==> src/rtl/mdu_ctrl_pkg.sv <==
// MDUops: op encoding, FSM state constants and default width shared by the mult/div unit.
// The divider is only built when MDU_DIV_EN is defined; this package is the same in both builds.
package MDUops;

  localparam int MDU_WIDTH = 32;

  localparam logic [1:0] MDUop_MULT  = 2'd0;
  localparam logic [1:0] MDUop_MULTU = 2'd1;
  localparam logic [1:0] MDUop_DIV   = 2'd2;
  localparam logic [1:0] MDUop_DIVU  = 2'd3;

  localparam logic [1:0] ST_IDLE = 2'd0;
  localparam logic [1:0] ST_RUN  = 2'd1;
  localparam logic [1:0] ST_FIX  = 2'd2;

  function automatic logic op_is_signed(input logic [1:0] op);
    return ~op[0];
  endfunction

  function automatic logic op_is_div(input logic [1:0] op);
    return op[1];
  endfunction

endpackage

==> src/rtl/mdu_ctrl_iter_core.sv <==
// mdu_iter_core: one shift-add (multiply) or restoring shift-subtract (divide) step per cycle
// over a 2*WIDTH+1 accumulator. Divide step exists only when MDU_DIV_EN is defined.
module mdu_iter_core
  import MDUops::*;
#(
  parameter int WIDTH = MDU_WIDTH
) (
  input  logic                 clk,
  input  logic                 rst,
  input  logic                 load_i,
  input  logic                 step_i,
  input  logic                 is_div_i,
  input  logic [WIDTH-1:0]     opa_i,
  input  logic [WIDTH-1:0]     opb_i,
  output logic [2*WIDTH-1:0]   acc_o
);

  logic [2*WIDTH:0]   acc_q;
  logic [WIDTH-1:0]   opd_q;
  logic [2*WIDTH:0]   acc_load;
  logic [WIDTH-1:0]   opd_load;
  logic [2*WIDTH:0]   step_next;

  // Multiply: low half holds the remaining multiplier bits, product grows in from the top.
  logic [WIDTH:0]     mul_hi;
  logic [2*WIDTH:0]   mul_next;
  assign mul_hi   = {1'b0, acc_q[2*WIDTH-1:WIDTH]} + (acc_q[0] ? {1'b0, opd_q} : '0);
  assign mul_next = {1'b0, mul_hi, acc_q[WIDTH-1:1]};

`ifdef MDU_DIV_EN
  logic               div_q;
  logic [2*WIDTH:0]   div_sh;
  logic [WIDTH:0]     div_trial;
  logic [2*WIDTH:0]   div_next;

  // Remainder sits in the upper part, quotient bits shift in at bit 0.
  assign div_sh    = {acc_q[2*WIDTH-1:0], 1'b0};
  assign div_trial = div_sh[2*WIDTH:WIDTH] - {1'b0, opd_q};
  assign div_next  = div_trial[WIDTH] ? div_sh : {div_trial, div_sh[WIDTH-1:1], 1'b1};

  assign acc_load  = {{(WIDTH+1){1'b0}}, is_div_i ? opa_i : opb_i};
  assign opd_load  = is_div_i ? opb_i : opa_i;
  assign step_next = div_q ? div_next : mul_next;

  always_ff @(posedge clk) begin
    if (rst) begin
      div_q <= 1'b0;
    end else if (load_i) begin
      div_q <= is_div_i;
    end
  end
`else
  logic unused_is_div;
  assign unused_is_div = is_div_i;
  assign acc_load      = {{(WIDTH+1){1'b0}}, opb_i};
  assign opd_load      = opa_i;
  assign step_next     = mul_next;
`endif

  always_ff @(posedge clk) begin
    if (rst) begin
      acc_q <= '0;
      opd_q <= '0;
    end else if (load_i) begin
      acc_q <= acc_load;
      opd_q <= opd_load;
    end else if (step_i) begin
      acc_q <= step_next;
    end
  end

  logic unused_acc_top;
  assign unused_acc_top = acc_q[2*WIDTH];
  assign acc_o          = acc_q[2*WIDTH-1:0];

endmodule

==> src/rtl/mdu_ctrl.sv <==
// mdu_ctrl: multi-cycle MULT/MULTU (and DIV/DIVU when MDU_DIV_EN is defined) with HI/LO registers.
// state | meaning
// IDLE  | waiting for start; MTHI/MTLO writes allowed
// RUN   | WIDTH iteration steps in mdu_iter_core
// FIX   | sign correction; HI/LO and done update at the end of this cycle
module mdu_ctrl
  import MDUops::*;
#(
  parameter int WIDTH = MDU_WIDTH
) (
  input  logic              clk,
  input  logic              rst,
  input  logic              start,
  input  logic [1:0]        op,
  input  logic [WIDTH-1:0]  a,
  input  logic [WIDTH-1:0]  b,
  input  logic              hi_we,
  input  logic              lo_we,
  input  logic [WIDTH-1:0]  wdata,
  output logic              busy,
  output logic              done,
  output logic [WIDTH-1:0]  hi,
  output logic [WIDTH-1:0]  lo
);

  localparam logic [4:0] LAST_STEP = 5'(WIDTH - 1);

  logic [1:0]         state_q, state_d;
  logic [4:0]         cnt_q, cnt_d;
  logic [WIDTH-1:0]   hi_q, lo_q;
  logic               done_q;
  logic               sa_q, sb_q;
  logic               op_ok, accept;
  logic               a_neg, b_neg;
  logic [WIDTH-1:0]   a_mag, b_mag;
  logic [2*WIDTH-1:0] core_acc;
  logic [2*WIDTH-1:0] prod_s;
  logic [WIDTH-1:0]   res_hi, res_lo;

`ifdef MDU_DIV_EN
  assign op_ok = 1'b1;
`else
  assign op_ok = ~op_is_div(op);
`endif

  assign accept = (state_q == ST_IDLE) && start && op_ok;
  assign a_neg  = op_is_signed(op) & a[WIDTH-1];
  assign b_neg  = op_is_signed(op) & b[WIDTH-1];
  assign a_mag  = a_neg ? -a : a;
  assign b_mag  = b_neg ? -b : b;

  mdu_iter_core #(.WIDTH(WIDTH)) u_core (
    .clk      (clk),
    .rst      (rst),
    .load_i   (accept),
    .step_i   (state_q == ST_RUN),
    .is_div_i (op_is_div(op)),
    .opa_i    (a_mag),
    .opb_i    (b_mag),
    .acc_o    (core_acc)
  );

  always_comb begin
    state_d = state_q;
    cnt_d   = cnt_q;
    case (state_q)
      ST_IDLE: begin
        if (accept) begin
          state_d = ST_RUN;
          cnt_d   = '0;
        end
      end
      ST_RUN: begin
        if (cnt_q == LAST_STEP) begin
          state_d = ST_FIX;
          cnt_d   = '0;
        end else begin
          cnt_d = cnt_q + 5'd1;
        end
      end
      ST_FIX:  state_d = ST_IDLE;
      default: state_d = ST_IDLE;
    endcase
  end

`ifdef MDU_DIV_EN
  logic div_q, bzero_q;

  always_ff @(posedge clk) begin
    if (rst) begin
      div_q   <= 1'b0;
      bzero_q <= 1'b0;
    end else if (accept) begin
      div_q   <= op_is_div(op);
      bzero_q <= (b == '0);
    end
  end
`endif

  assign prod_s = (sa_q ^ sb_q) ? -core_acc : core_acc;

  always_comb begin
    res_hi = prod_s[2*WIDTH-1:WIDTH];
    res_lo = prod_s[WIDTH-1:0];
`ifdef MDU_DIV_EN
    // Divide by zero keeps the dividend as remainder; only the quotient needs forcing.
    if (div_q) begin
      res_lo = bzero_q ? '1 :
               ((sa_q ^ sb_q) ? -core_acc[WIDTH-1:0] : core_acc[WIDTH-1:0]);
      res_hi = sa_q ? -core_acc[2*WIDTH-1:WIDTH] : core_acc[2*WIDTH-1:WIDTH];
    end
`endif
  end

  always_ff @(posedge clk) begin
    if (rst) begin
      state_q <= ST_IDLE;
      cnt_q   <= '0;
      hi_q    <= '0;
      lo_q    <= '0;
      done_q  <= 1'b0;
      sa_q    <= 1'b0;
      sb_q    <= 1'b0;
    end else begin
      state_q <= state_d;
      cnt_q   <= cnt_d;
      done_q  <= (state_q == ST_FIX);
      if (accept) begin
        sa_q <= a_neg;
        sb_q <= b_neg;
      end
      if (state_q == ST_FIX) begin
        hi_q <= res_hi;
        lo_q <= res_lo;
      end else if (state_q == ST_IDLE) begin
        if (hi_we) hi_q <= wdata;
        if (lo_we) lo_q <= wdata;
      end
    end
  end

  assign busy = (state_q != ST_IDLE);
  assign done = done_q;
  assign hi   = hi_q;
  assign lo   = lo_q;

endmodule

==> config.mk <==
export PLATFORM = sky130hd
export DESIGN_NAME = mdu_ctrl
export DESIGN_NICKNAME = d
export VERILOG_FILES = /design/src/rtl/mdu_ctrl_pkg.sv /design/src/rtl/mdu_ctrl_iter_core.sv /design/src/rtl/mdu_ctrl.sv
export SDC_FILE = /design/constraint.sdc
export NUM_CORES = 1
export LEC_CHECK = 0
export CAP_MARGIN = 20
export CORE_MARGIN = 2
export CORE_UTILIZATION = 40
export DETAILED_ROUTE_END_ITERATION = 12
export HOLD_SLACK_MARGIN = 0.15
export PLACE_DENSITY_LB_ADDON = 0.08
export SLEW_MARGIN = 30
export SYNTH_ARGS = -nofsm -noshare
export SYNTH_HDL_FRONTEND = slang
export SYNTH_SLANG_ARGS = --single-unit
==> constraint.sdc <==
create_clock -name clk -period 3.3 [get_ports clk]
set_input_delay 0.66 -clock clk [delete_from_list [all_inputs] [get_ports clk]]
set_output_delay 0.66 -clock clk [all_outputs]
set_load 0.02 [all_outputs]
# Yosys cells after proc, flatten, opt, wreduce, memory -nomap -nowiden
# Index checks and enable logic that the tools add are counted.
totals:
  ff_bits: 170
  in_bits: 103
  out_inout_bits: 66
  wordCells: 57
op_classes:
  n_addsub: 5
  eq_ne: 5
  muxes: 18
  bitwise_logic: 5
  n_reduce_logical: 14
op_table:
  columns: ["op", "count"]
  rows:
  - ["2-to-1 mux 32 bit", 11]
  - ["2-to-1 mux 64 bit", 1]
  - ["negator 32 bit", 2]
  - ["negator 64 bit", 1]
  - ["adder 32 x 32 -> 33 bit", 1]
  - ["nonzero test 2 bit", 6]
  - ["2-to-1 mux 5 bit", 2]
  - ["one-hot mux 5 bit (2 select lines)", 1]
  - ["AND reduction 2 bit", 4]
  - ["adder 5 x 1 -> 5 bit, second input constant", 1]
  - ["equality test 5 bit, second input constant", 1]
  - ["2-to-1 mux 2 bit", 2]
  - ["inequality test 2 bit, second input constant", 2]
  - ["one-hot mux 2 bit (2 select lines)", 1]
  - ["bitwise AND 1 bit", 2]
  - ["equality test 2 x 1 -> 1 bit, second input constant", 1]
  - ["equality test 2 bit, second input constant", 1]
  - ["logical AND 1 bit", 2]
  - ["zero test 2 bit", 1]
  - ["inverter 1 bit", 2]
  - ["OR reduction 2 bit", 1]
  - ["XOR 1 bit", 1]

# Depth between registers and ports, before layout
# Gate-level depths: netlist of run 1.
logic_depth:
  depth_word: 5
  ltp_mapped: 12

# Hierarchy
# A second synthesis of run 1 with hierarchy kept.
hier_totals:
  cells_unflattened: 1550
  area_unflattened_um2: 11931.4
modules_own_cells:
  columns: ["module", "instances", "cells_per_inst", "area_per_inst_um2", "seq_area_each_um2"]
  rows:
  - ["mdu_ctrl", 1, 862, 6261.0, 1481.4]
  - ["mdu_iter_core", 1, 688, 5670.4, 1921.8]

# Worst setup path before layout of run 1
# OpenSTA, ideal clock, no wires.
synth_timing:
  kind: "register to register"
  from: "reg u_core.acc_q[0]"
  to: "reg hi_q[8], in the netlist hi[8]"
  t_arrival_ns: 2.873
  required_ns: 3.230
  setup_slack_ns: 0.356
  path_stages_with_launch: 13
  n_path_buf: 3
  period_less_slack_ns: 2.944
  path_cell_list: "dfxtp_1 > clkbuf_1 > clkbuf_1 > inv_1 > ha_1 > or3b_2 > or2_0 > buf_6 > or4b_4 > o31ai_2 > xor2_1 > a211o_1 > a21oi_1"
synth_via:
  elab_chain_len: 3
synth_rtl:
  columns: ["item", "line", "rtl"]
  rows:
  - ["start: declaration", "mdu_ctrl_iter_core.sv:18", "logic [2*WIDTH:0] acc_q;"]
  - ["start signal: assignment", "mdu_ctrl_iter_core.sv:65", "acc_q <= acc_load;"]
  - ["start signal: assignment", "mdu_ctrl_iter_core.sv:68", "acc_q <= step_next;"]
  - ["negator 64 bit", "mdu_ctrl.sv:100", "assign prod_s = (sa_q ^ sb_q) ? -core_acc : core_acc;"]
  - ["2-to-1 mux 64 bit", "mdu_ctrl.sv:100", null]
  - ["2-to-1 mux 32 bit", "mdu_ctrl.sv:132", "if (state_q == ST_FIX) begin"]
  - ["end signal: assignment", "mdu_ctrl.sv:133", "hi_q <= res_hi;"]
  - ["end signal: assignment", "mdu_ctrl.sv:136", "if (hi_we) hi_q <= wdata;"]
  - ["end: declaration", "mdu_ctrl.sv:30", "logic [WIDTH-1:0] hi_q, lo_q;"]
# Every way passes these cells.
# A chain may end at the register's enable or synchronous reset.

# Final worst setup path of run 1
layout_timing:
  from: "reg u_core.acc_q[0]"
  to: "reg lo_q[30], in the netlist lo[30]"
layout_via:
  elab_chain_len: 3
layout_rtl:
  columns: ["item", "line", "rtl"]
  rows:
  - ["negator 64 bit", "mdu_ctrl.sv:100", null]
  - ["2-to-1 mux 64 bit", "mdu_ctrl.sv:100", null]
  - ["2-to-1 mux 32 bit", "mdu_ctrl.sv:132", null]
  - ["end signal: assignment", "mdu_ctrl.sv:134", "lo_q <= res_lo;"]
  - ["end signal: assignment", "mdu_ctrl.sv:137", "if (lo_we) lo_q <= wdata;"]
  - ["end: declaration", "mdu_ctrl.sv:30", null]
# Every way passes these cells.

==> metrics.md, run 1 <==
| Metric | Value |
|---|---|
| Post-CTS setup repair buffer count | 0 |
| CP Class | reg2reg |
| CTS tree | yes |
| Clock network fraction of total power | 38.2% |
| RSZ-0062 raised after global routing | false |
| Pins Over Slew Limit | 0 |
| Final net count | 1802 |
| Die width | 173 um |
| Hold Path Stages | 2 |
| Most common cell after layout, fill and taps aside | nor2_1 |
| Diode count | 0 |
| Initial antenna violation count | 0 |
| GPL Wtd Cong | 0.893 |
| Mapped Area | 0.0115 mm2 |
| Tcrit/Tclk final | 89.8% |
| Largest net degree at the start of global routing | 93 |
| Post-route setup slack | 338 ps |
| Clk sinks | 170 |
| Proportion of layout cells with a drive suffix above 1 | 6.69% |
| Average cell area after synthesis | 7.50 um2 |
| Hold_ws | 452 ps |
| Worst reg-to-reg setup slack | 340 ps |
| R2r startpoint | u_core.acc_q[0] |
| Post-synthesis cell type count | 73 |
| Gate power share | 21.1% |
| R2r endpoint | lo[30] |
| Net Count, Synth | 1670 |
| Top Ports | 169 |
| Clk buf depth | 2 |
| Post-DRT Antenna Nets | 0 |
| Reg power frac | 40.7% |
| Slew margin rel. | 46.2% |
| Setup violators final | 0 |
| Async SR Flop Fraction | 0% |
| Critical-path maximum fanout | 5 |
| Critical path data required time | 3620 ps |
| Tmin final | 2960 ps |
| Drt wl/cell | 19.3 um |
| CORE AREA | 0.0280 mm2 |
| Worst r2r path cells | 10 |
| Commonest cells after routing, fill and taps aside | nor2_1, dfxtp_1, clkdlybuf4s50_1, nand2_1, a21oi_1 |
| Worst Hold Launch | lo[14] |
| Int Pwr | 3840 uW |
| Status | completed |
| Gate Count Post-Synth | 1529 |
| Psw | 1760 uW |
| FF+latch count, synth | 170 |
| Clock Tree Root | clkbuf_16 |
| DR vias | 11.8k |
| Port Buffers | 168 |
| Final HPWL DP | 30300 um |
| Worst skew pair latency | 450 ps |
| Final setup TNS | 0 ps |
| Worst slack, placed | 69.7 ps |
| Yosys warns | 0 |
| Die height | 173 um |
| VDD IR max | 348 uV |
| Skew final | 14.2 ps |
| First-pass GRT wire length | 62100 um |
| Drt drc | 0 |
| Hold Path Sink | lo[14] |
| CTS buffer count | 17 |
| Power per standard cell area | 392 mW/mm2 |
| Rows | 61 |
| Data arrival time of the worst path | 3290 ps |
| Crit end category | flop |
| Power, Total | 5600 uW |
| Post-synthesis sequential area ratio | 29.7% |
| Max_cap viols | 0 |
| Worst hold-check path type | reg2reg |
| Hold_buf cts | 0 |
| Dpl cells | 2020 |
| Crit start category | flop |
| Leakage Power | 0.00537 uW |
| PostCTS Resize Cnt | 0 |
| Global Route Usage Sum | 25.9% |
| Number of synthesized flops with an enable pin | 0 |
| Fmax | 338 MHz |
| Synth Flop Type | dfxtp_1 |
| Vias in the first global route | 10.8k |
| Vias per inst | 5.73 |
| TritonRoute pass-1 iters | 6 |
| Finished Layout Cells | 2052 |
| Sw frac | 31.4% |
| Clock transition at the registers of the reported paths | 80 ps |
| DRT iter0 DRCs | 1031 |
| Initial core utilization | 40.9% |
| Remaining Overflow, GRT | 0 |
| H-tree depth | 4 |
| Total wire length | 39600 um |
| Number of fill cells | 2743 |
| Hold Vio Cnt, Final | 0 |
| DIE AREA | 0.0300 mm2 |
| Area growth from synthesis to layout | 24.6% |
| Worst-Margin Slew | 807 ps |
[layer usage]
metal,part of all wire [%],track usage (%)
met5,0,0
met2,42,38.3
met1,50,39.0
met4,2.0,6.89
met3,5.6,3.68
[metrics by stage]
| step | utilization (%) | cell area [um2] |
|---|---|---|
| floorplan | - | 11500 |
| global placement | 48.8 | 13700 |
| detailed placement | 48.8 | 13700 |
| CTS | 51.0 | 14300 |
| global route | 51.0 | 14300 |
| finish | 51.0 | 14300 |
[worst max-delay path, stage by stage, from the launching register on]
cell,delay [ps]
dfxtp_1,370
buf_4,170
inv_1,50
ha_1,150
or3b_2,520
or2_0,300
or2_0,320
o31ai_1,320
xor2_1,390
a211o_1,190
a21oi_1,60
[power groups by stage]
stage | combinational, uW | clock [uW] | sequential (uW)
3_5_place_dp | 1170 | 0 | 2330
5_1_grt | 1280 | 2260 | 2300
2_1_floorplan | 627 | 0 | 2340
3_3_place_gp | 1160 | 0 | 2320
6_report | 1180 | 2140 | 2280
4_1_cts | 1170 | 2160 | 2280
[final cells by class]
class | count | area [um2] | area share [%]
clock buffer | 18 | 439 | 3.07
clock inverter | 14 | 171 | 1.20
inverter | 21 | 78.8 | 0.552
multi-input combinational | 1230 | 7610 | 53.2
sequential | 170 | 3400 | 23.8
tap | 378 | 473 | 3.31
timing repair buffer | 221 | 2110 | 14.8
[cell families (layout without fill, tap and decap cells)]
family | Yosys count | after routing | share of synthesized area [%]
AO/OA/AOI/OAI | 443 | 443 | 25.7
AND/OR/NAND/NOR | 614 | 614 | 25.6
XOR/XNOR | 124 | 124 | 9.47
flip-flops | 170 | 170 | 29.7
adder cells (fa/ha/maj) | 38 | 38 | 4.21
multiplexers | 11 | 11 | 0.961
buffers and inverters | 129 | 274 | 4.31
[cells in the mapped netlist (6+ instances only)]
master	number	share of area [%]
a2111oi_0	17	1.3
a211o_1	10	0.76
a211oi_1	61	4.0
a21o_1	12	0.79
a21oi_1	120	5.2
a221oi_1	6	0.46
a22oi_1	7	0.46
a311oi_1	15	1.1
a31oi_1	24	1.3
a41oi_1	8	0.61
and2_1	38	2.1
and3_1	8	0.44
buf_1	12	0.39
clkbuf_1	93	3.0
dfxtp_1	170	30
ha_1	37	4.0
inv_1	21	0.69
mux2i_1	11	0.96
nand2_1	144	4.7
nand2b_1	13	0.71
nand3_1	44	1.9
nand4_1	12	0.65
nor2_1	205	6.7
nor2b_1	6	0.33
nor3_1	48	2.1
nor4_1	20	1.1
o211ai_1	9	0.59
o21a_1	7	0.46
o21ai_0	71	3.1
o21bai_1	7	0.46
o22ai_1	11	0.60
o31ai_1	19	1.2
o41ai_1	14	1.1
or2_2	9	0.49
or3_1	31	1.7
or4_1	12	0.79
xnor2_1	63	4.8
xor2_1	61	4.7
[how the worst max path moves through the flow]
stage | end | slack (ps) | depth (start not counted) | startpoint
final | lo[30] | 340 | 10 | u_core.acc_q[0]
after CTS | hi[2] | 330 | 9 | u_core.acc_q[0]
after detailed placement | u_core.acc_q[21] | 70 | 7 | b[14]
after global routing | hi[2] | 110 | 9 | u_core.acc_q[0]
after global placement | u_core.acc_q[21] | 110 | 7 | b[14]
after floorplan | hi[8] | 360 | 12 | u_core.acc_q[0]
[registers in the layout (all words and copies together) (netlist names)]
signal and cells:
cnt_q 5, lo 32, state_q 2, u_core.opd_q 32, hi 32, done 1
sa_q 1, sb_q 1, u_core.acc_q 64
No activity file was read; power rests on OpenSTA's default activity.
==> run 2, diff against run 1 <==
Settings changed: HOLD_SLACK_MARGIN 0.15 to default, SKIP_LAST_GASP from default to 1.
==> results of run 2 <==
Final layout, timing and power as in run 1 (identical DEF).
==> run 3, diff against run 2 <==
Settings changed: SKIP_CTS_REPAIR_TIMING from default to 1.
==> results of run 3 <==
Final layout, timing and power as in run 1 (identical DEF).
